**src/rtl/seq_mux_scanner_if.sv**
```systemverilog
// seq_mux_scanner_if: groups the control, data and output handshake signals of seq_mux_scanner.
// Ports: master = mux side (drives out/outChannel/outValid/outWrap),
//        slave = producer/consumer side (drives notEnable/mode/sel/in/mask/outReady).
interface seq_mux_scanner_if #(
  parameter int WIDTH  = 8,
  parameter int INPUTS = 4,
  parameter int SEL_W  = 2
);
  logic                    notEnable;
  logic                    mode;
  logic [SEL_W-1:0]        sel;
  logic [INPUTS*WIDTH-1:0] in;
  logic [INPUTS-1:0]       mask;
  logic [WIDTH-1:0]        out;
  logic [SEL_W-1:0]        outChannel;
  logic                    outValid;
  logic                    outReady;
  logic                    outWrap;

  modport master (
    input  notEnable, mode, sel, in, mask, outReady,
    output out, outChannel, outValid, outWrap
  );

  modport slave (
    output notEnable, mode, sel, in, mask, outReady,
    input  out, outChannel, outValid, outWrap
  );
endinterface

```
**src/rtl/seq_mux_scanner.sv**
```systemverilog
// seq_mux_scanner: registered N-to-1 mux with a round-robin scan sequencer and valid/ready output.
// Latency: one cycle; the word sampled at a capturing edge is on out right after that edge.
// Backpressure: outValid=1 with outReady=0 freezes out/outChannel/outWrap and scanPtr.
// Ports: clock, notReset (async active-low), bus (seq_mux_scanner_if.master).
// Option: define SEQ_MUX_SCAN_MASK_EN to make scan mode skip channels whose mask bit is 0.
module seq_mux_scanner #(
  parameter int WIDTH  = 8,
  parameter int INPUTS = 4,
  parameter int SEL_W  = 2
) (
  input logic                clock,
  input logic                notReset,
  seq_mux_scanner_if.master  bus
);

  logic [SEL_W-1:0] scanPtr;
  logic [SEL_W-1:0] capChan;
  logic [SEL_W-1:0] nextPtr;
  logic             chanAvail;
  logic             doCapture;
  logic             wrapNext;
  logic [WIDTH-1:0] selWord;

  // Channel to capture now and the scan pointer value that follows it.
  always_comb begin : chanSelect
`ifdef SEQ_MUX_SCAN_MASK_EN
    logic [SEL_W-1:0] cand;
    cand = '0;
`endif
    capChan   = bus.sel;
    nextPtr   = scanPtr;
    chanAvail = 1'b1;
    if (bus.mode) begin
`ifdef SEQ_MUX_SCAN_MASK_EN
      chanAvail = |bus.mask;
      capChan   = scanPtr;
      // Walk downwards so the closest enabled channel at/after scanPtr wins.
      for (int i = INPUTS - 1; i >= 0; i--) begin
        cand = scanPtr + SEL_W'(i);
        if (bus.mask[cand]) capChan = cand;
      end
      // Offset INPUTS lands back on capChan: a single enabled channel repeats.
      nextPtr = capChan;
      for (int j = INPUTS; j >= 1; j--) begin
        cand = capChan + SEL_W'(j);
        if (bus.mask[cand]) nextPtr = cand;
      end
`else
      capChan = scanPtr;
      // INPUTS is 2**SEL_W, so natural overflow gives the modulo wrap.
      nextPtr = scanPtr + SEL_W'(1);
`endif
    end
  end

`ifndef SEQ_MUX_SCAN_MASK_EN
  // mask only matters with the masked-scan option.
  logic unusedMask;
  assign unusedMask = ^bus.mask;
`endif

  always_comb begin : wordSelect
    selWord = '0;
    for (int k = 0; k < INPUTS; k++) begin
      if (capChan == SEL_W'(k)) selWord = bus.in[k*WIDTH +: WIDTH];
    end
  end

  // A pending sample being accepted frees the register in the same edge.
  assign doCapture = !bus.notEnable && chanAvail && (!bus.outValid || bus.outReady);
  // Pointer stepping back (or staying) means this sample closes the pass.
  assign wrapNext  = bus.mode && (nextPtr <= capChan);

  always_ff @(posedge clock or negedge notReset) begin
    if (!notReset) begin
      bus.out        <= '0;
      bus.outChannel <= '0;
      bus.outValid   <= 1'b0;
      bus.outWrap    <= 1'b0;
      scanPtr        <= '0;
    end else if (doCapture) begin
      bus.out        <= selWord;
      bus.outChannel <= capChan;
      bus.outValid   <= 1'b1;
      bus.outWrap    <= wrapNext;
      if (bus.mode) scanPtr <= nextPtr;
    end else if (bus.outValid && bus.outReady) begin
      bus.outValid <= 1'b0;
    end
  end

endmodule

```
**src/flat_wrapper.sv**
```systemverilog
// flat-port wrapper written by rule: the top's interface ports become plain ports
module seq_mux_scanner_flat 
#(
  parameter int WIDTH  = 8,
  parameter int INPUTS = 4,
  parameter int SEL_W  = 2
)
  (clock, notReset, bus_notEnable, bus_mode, bus_sel, bus_in, bus_mask, bus_outReady, bus_out, bus_outChannel, bus_outValid, bus_outWrap);
  seq_mux_scanner_if #(.WIDTH(WIDTH), .INPUTS(INPUTS), .SEL_W(SEL_W)) bus_i ();
  input logic clock;
  input logic notReset;
  input wire logic [$bits(bus_i.notEnable)-1:0] bus_notEnable;
  input wire logic [$bits(bus_i.mode)-1:0] bus_mode;
  input wire logic [$bits(bus_i.sel)-1:0] bus_sel;
  input wire logic [$bits(bus_i.in)-1:0] bus_in;
  input wire logic [$bits(bus_i.mask)-1:0] bus_mask;
  input wire logic [$bits(bus_i.outReady)-1:0] bus_outReady;
  output wire logic [$bits(bus_i.out)-1:0] bus_out;
  output wire logic [$bits(bus_i.outChannel)-1:0] bus_outChannel;
  output wire logic [$bits(bus_i.outValid)-1:0] bus_outValid;
  output wire logic [$bits(bus_i.outWrap)-1:0] bus_outWrap;
  assign bus_i.notEnable = bus_notEnable;
  assign bus_i.mode = bus_mode;
  assign bus_i.sel = bus_sel;
  assign bus_i.in = bus_in;
  assign bus_i.mask = bus_mask;
  assign bus_i.outReady = bus_outReady;
  assign bus_out = bus_i.out;
  assign bus_outChannel = bus_i.outChannel;
  assign bus_outValid = bus_i.outValid;
  assign bus_outWrap = bus_i.outWrap;
  seq_mux_scanner #(.WIDTH(WIDTH), .INPUTS(INPUTS), .SEL_W(SEL_W)) u_core (.clock(clock), .notReset(notReset), .bus(bus_i));
endmodule
```
**config.mk**
```make
export PLATFORM = sky130hd
export DESIGN_NAME = seq_mux_scanner_flat
export DESIGN_NICKNAME = d
export VERILOG_FILES = /design/src/rtl/seq_mux_scanner_if.sv /design/src/rtl/seq_mux_scanner.sv /design/src/flat_wrapper.sv
export SDC_FILE = /design/constraint.sdc
export NUM_CORES = 1
export LEC_CHECK = 0
export ABC_AREA = 1
export CORE_ASPECT_RATIO = 0.9
export CORE_UTILIZATION = 29
export DETAILED_ROUTE_END_ITERATION = 10
export GPL_ROUTABILITY_DRIVEN = 1
export HOLD_SLACK_MARGIN = 0.05
export SLEW_MARGIN = 15
export SYNTH_ARGS = -nofsm -noshare
export SYNTH_HDL_FRONTEND = slang
export SYNTH_SLANG_ARGS = --single-unit
```
**constraint.sdc**
```tcl
create_clock -name clock -period 1.68 [get_ports clock]
set_input_delay 0.336 -clock clock [delete_from_list [all_inputs] [get_ports clock]]
set_output_delay 0.336 -clock clock [all_outputs]
set_load 0.05 [all_outputs]
```
==> run summary <==
* **result of the run** finished, final reports clean
* **static leakage** 0.834 nW
* **global-route wire length before repair** 4610 um
* **total of endpoints with negative setup slack in the final report** 0
* **area of the multi-input gates** 526 um2
* **Horiz. Die Dim** 64.5 um
* **Detail Placement HPWL** 2230 um
* **pwr/cell area** 1130 nW/um2
* **drt first pass iters** 4
* **post-CTS clock slew at the launch and capture registers of the worst setup and hold paths** 60 ps
* **clock latency of the later-clocked register in the worst-skew pair** 240 ps
* **max-cap viol count** 0
* **via count** 1094
* **number of antenna violations at the first check in global routing** 0
* **total I/O pin count** 55
* **crit path capture** u_core.bus.outWrap
* **finished layout cell area** 1650 um2
* **number of hold buffers added after CTS** 0
* **synthesized area** 1020 um2
* **setup slack of the worst register-to-register path** 230 ps
* **fraction of final layout cells with drive strength greater than 1** 18.8%
* **Largest delay share family, worst path** buffers and inverters
* **commonest cells after routing, fill and taps aside** 46 x nand2_1, 37 x clkdlybuf4s50_1, 24 x nand3_1, 24 x buf_4
* **number of I/O port buffers** 50
* **synth unique cells** 20
* **antenna diode instance count** 0
* **highest clock rate** 689 MHz
* **top cells by area, synth** dfrtp_1 34%, nand2_1 17%, nand3_1 12%
* **post-detailed-route wirelength per cell** 10.8 um
* **aggregate global-route resource usage** 15.9%
* **highest fanout seen on the critical path** 2
* **violation count after the first detailed-route iteration** 50
* **total gr overflow** 0
* **normalized max-slew margin** 83.2%
* **CTS buffer count** 3
* **max-slew violations** 0
* **startpoint class of the critical path** input port
* **DIE HEIGHT** 58.3 um
* **Post-DRT Antenna Nets** 0
* **depth of the CTS H-tree** 1
* **starting density of the core** 30.2%
* **post-route DRC violation count** 0
* **relative area change from synthesis to final layout** 61.7%
* **arrival time worst endpoint** 1620 ps
* **final weighted congestion in routability-driven placement** 0.748
* **core area** 3380 um2
* **Post-Synthesis Net Count** 187
* **number of rows created at floorplan** 20
* **largest stage delay on the critical path** 480 ps
* **cell type with the highest occurrence count on the critical path** a21oi_1
* **share of synthesized area occupied by flip-flops and latches** 34.4%
* **fill cell total of the finished layout** 356
* **CTS max path bufs** 2
* **time the worst path needs with I/O delays and setup** 1450 ps
* **start point of the critical path** bus_sel[1]
* **most common cell after layout, fill and taps aside** nand2_1
* **origin of the critical flop-to-flop path** u_core.scanPtr[0]
* **HP Class** input port to async pin
* **final hold violation count** 0
* **library cell with the largest summed area after synthesis** dfrtp_1
* **number of storage elements in the synthesis netlist** 14
* **maximum number of pins on one net before global-route repair** 17
* **IR Drop Worst-Case VDD** 312 uV
* **Clock Sink Count** 14
* **number of warnings printed during yosys synthesis** 0
* **full die area** 3760 um2
* **via count of the first global-routing pass** 1059
* **kind of capture point of the worst setup path** register
* **number of nets in the layout** 248
* **critical path, cell by cell** clkdlybuf4s50_1, inv_1, nand2_1, nand2_2, ha_1, a21oi_1, a21oi_1, o21ai_0
* **final wirelength** 2660 um
* **library cell used as clock root buffer** clkbuf_8
* **share of the synthesized area in the top cell type** 34.4%
* **unrepaired setup endpoints after global routing** false
* **data required time at the worst endpoint** 1850 ps
* **Buffers & Inverters on Critical Path** 2
* **synthesized area divided by synthesized cell count** 7.18 um2
* **detailed-route vias per instance** 4.45
* **Levels on crit path** 8
* **worst-case clock skew** 2.03 ps
* **reg-to-reg endpoint** u_core.bus.outWrap
* **Setup TNS Final** 0 ps
* **number of cells traversed by the worst register-to-register path** 7
* **actual slew at the worst max-slew pin** 253 ps
* **Register Area** 350 um2
* **clock tree from TritonCTS** done
* **slowest CP cell** clkdlybuf4s50_1
* **placed cell areas** 1600 um2
* **period utilization** 86.3%
* **Crit Path Category** input port to register
* **count of mapped cells out of synthesis** 142
==> worst register-to-register path: stages, from the launching register on <==
cell,delay [ps]
dfrtp_1,440
nand2_4,100
xor2_1,170
inv_1,60
ha_1,290
a21oi_1,140
a21oi_1,50
o21ai_0,130
==> where the power goes <==
group / switching [mW] / internal [mW] / total (mW)
clock network: 0.121 / 0.207 / 0.328
registers: 0.0746 / 0.433 / 0.508
logic: 0.612 / 0.423 / 1.03
total: 0.807 / 1.06 / 1.87
==> Yosys cell counts <==
cell type  count
a21oi_1        2
a21oi_4        1
buf_2          1
buf_4          1
buf_6          6
dfrtp_1       14
ha_1           2
inv_1         14
inv_2          3
nand2_1       46
nand2_2        2
nand2_4        1
nand3_1       24
nand3b_1       8
nor2_1         1
nor2_4         1
o21ai_0        3
o21ai_1       10
xnor2_1        1
xor2_1         1
==> layout make-up <==
cell class	instances	share of cell area, %
Timing Repair Buffer	64	36.3
Multi-Input combinational cell	103	31.9
Sequential cell	14	21.2
Inverter	17	3.87
Clock buffer	4	3.34
Tap cell	44	3.34
==> state kept, by name, summed over array words and instances, names as in the netlist <==
| name | flops |
|---|---|
| u_core.bus.out | 8 |
| u_core.bus.outChannel | 2 |
| u_core.bus.outValid | 1 |
| u_core.bus.outWrap | 1 |
| u_core.scanPtr | 2 |
==> metal layers <==
layer	GRT usage [%]	vias to the layer above	routed length, um
met5	0	-	0
met4	5.71	0	23
met3	1.57	2	77
met2	28.7	21	1350
met1	19.5	497	1210
li1	-	574	-
==> cell families after synthesis <==
| group | after synthesis | share of synthesized area [%] |
|---|---|---|
| AND/OR/NAND/NOR | 83 | 38.4 |
| flip-flops | 14 | 34.4 |
| XOR/XNOR | 2 | 1.72 |
| AO/OA/AOI/OAI | 16 | 8.96 |
| buffers and inverters | 25 | 14.1 |
| adder cells (fa/ha/maj) | 2 | 2.45 |
==> per-stage QoR <==
stage	utilization [%]	setup WS [ps]	cells	power, mW	hold slack [ps]
floorplan	-	235	142	1.19	40.4
global placement	47.2	-233	242	1.54	465
detailed placement	47.2	-256	242	1.56	470
CTS	48.8	222	246	1.89	403
global route	48.8	80.3	246	2.01	417
finish	48.8	230	246	1.87	396
==> worst min-delay path by stage <==
stage / cells after the start / to / slack, ps / start
finish: 2 / u_core.bus.out[3] / 400 / notReset
global route: 2 / u_core.bus.out[3] / 420 / notReset
global placement: 2 / u_core.bus.out[1] / 460 / u_core.bus.out[1]
floorplan: 0 / u_core.bus.outChannel[0] / 40 / notReset
CTS: 2 / u_core.bus.out[3] / 400 / notReset
detailed placement: 2 / u_core.bus.out[7] / 470 / u_core.bus.out[7]
==> what timing repair did <==
item / 4_1_cts / 5_1_grt
resized for setup: 1 / 0
buffers inserted: 0 / 0
setup endpoints to repair: 1 / 0
No activity file was read; power rests on OpenSTA's default activity.
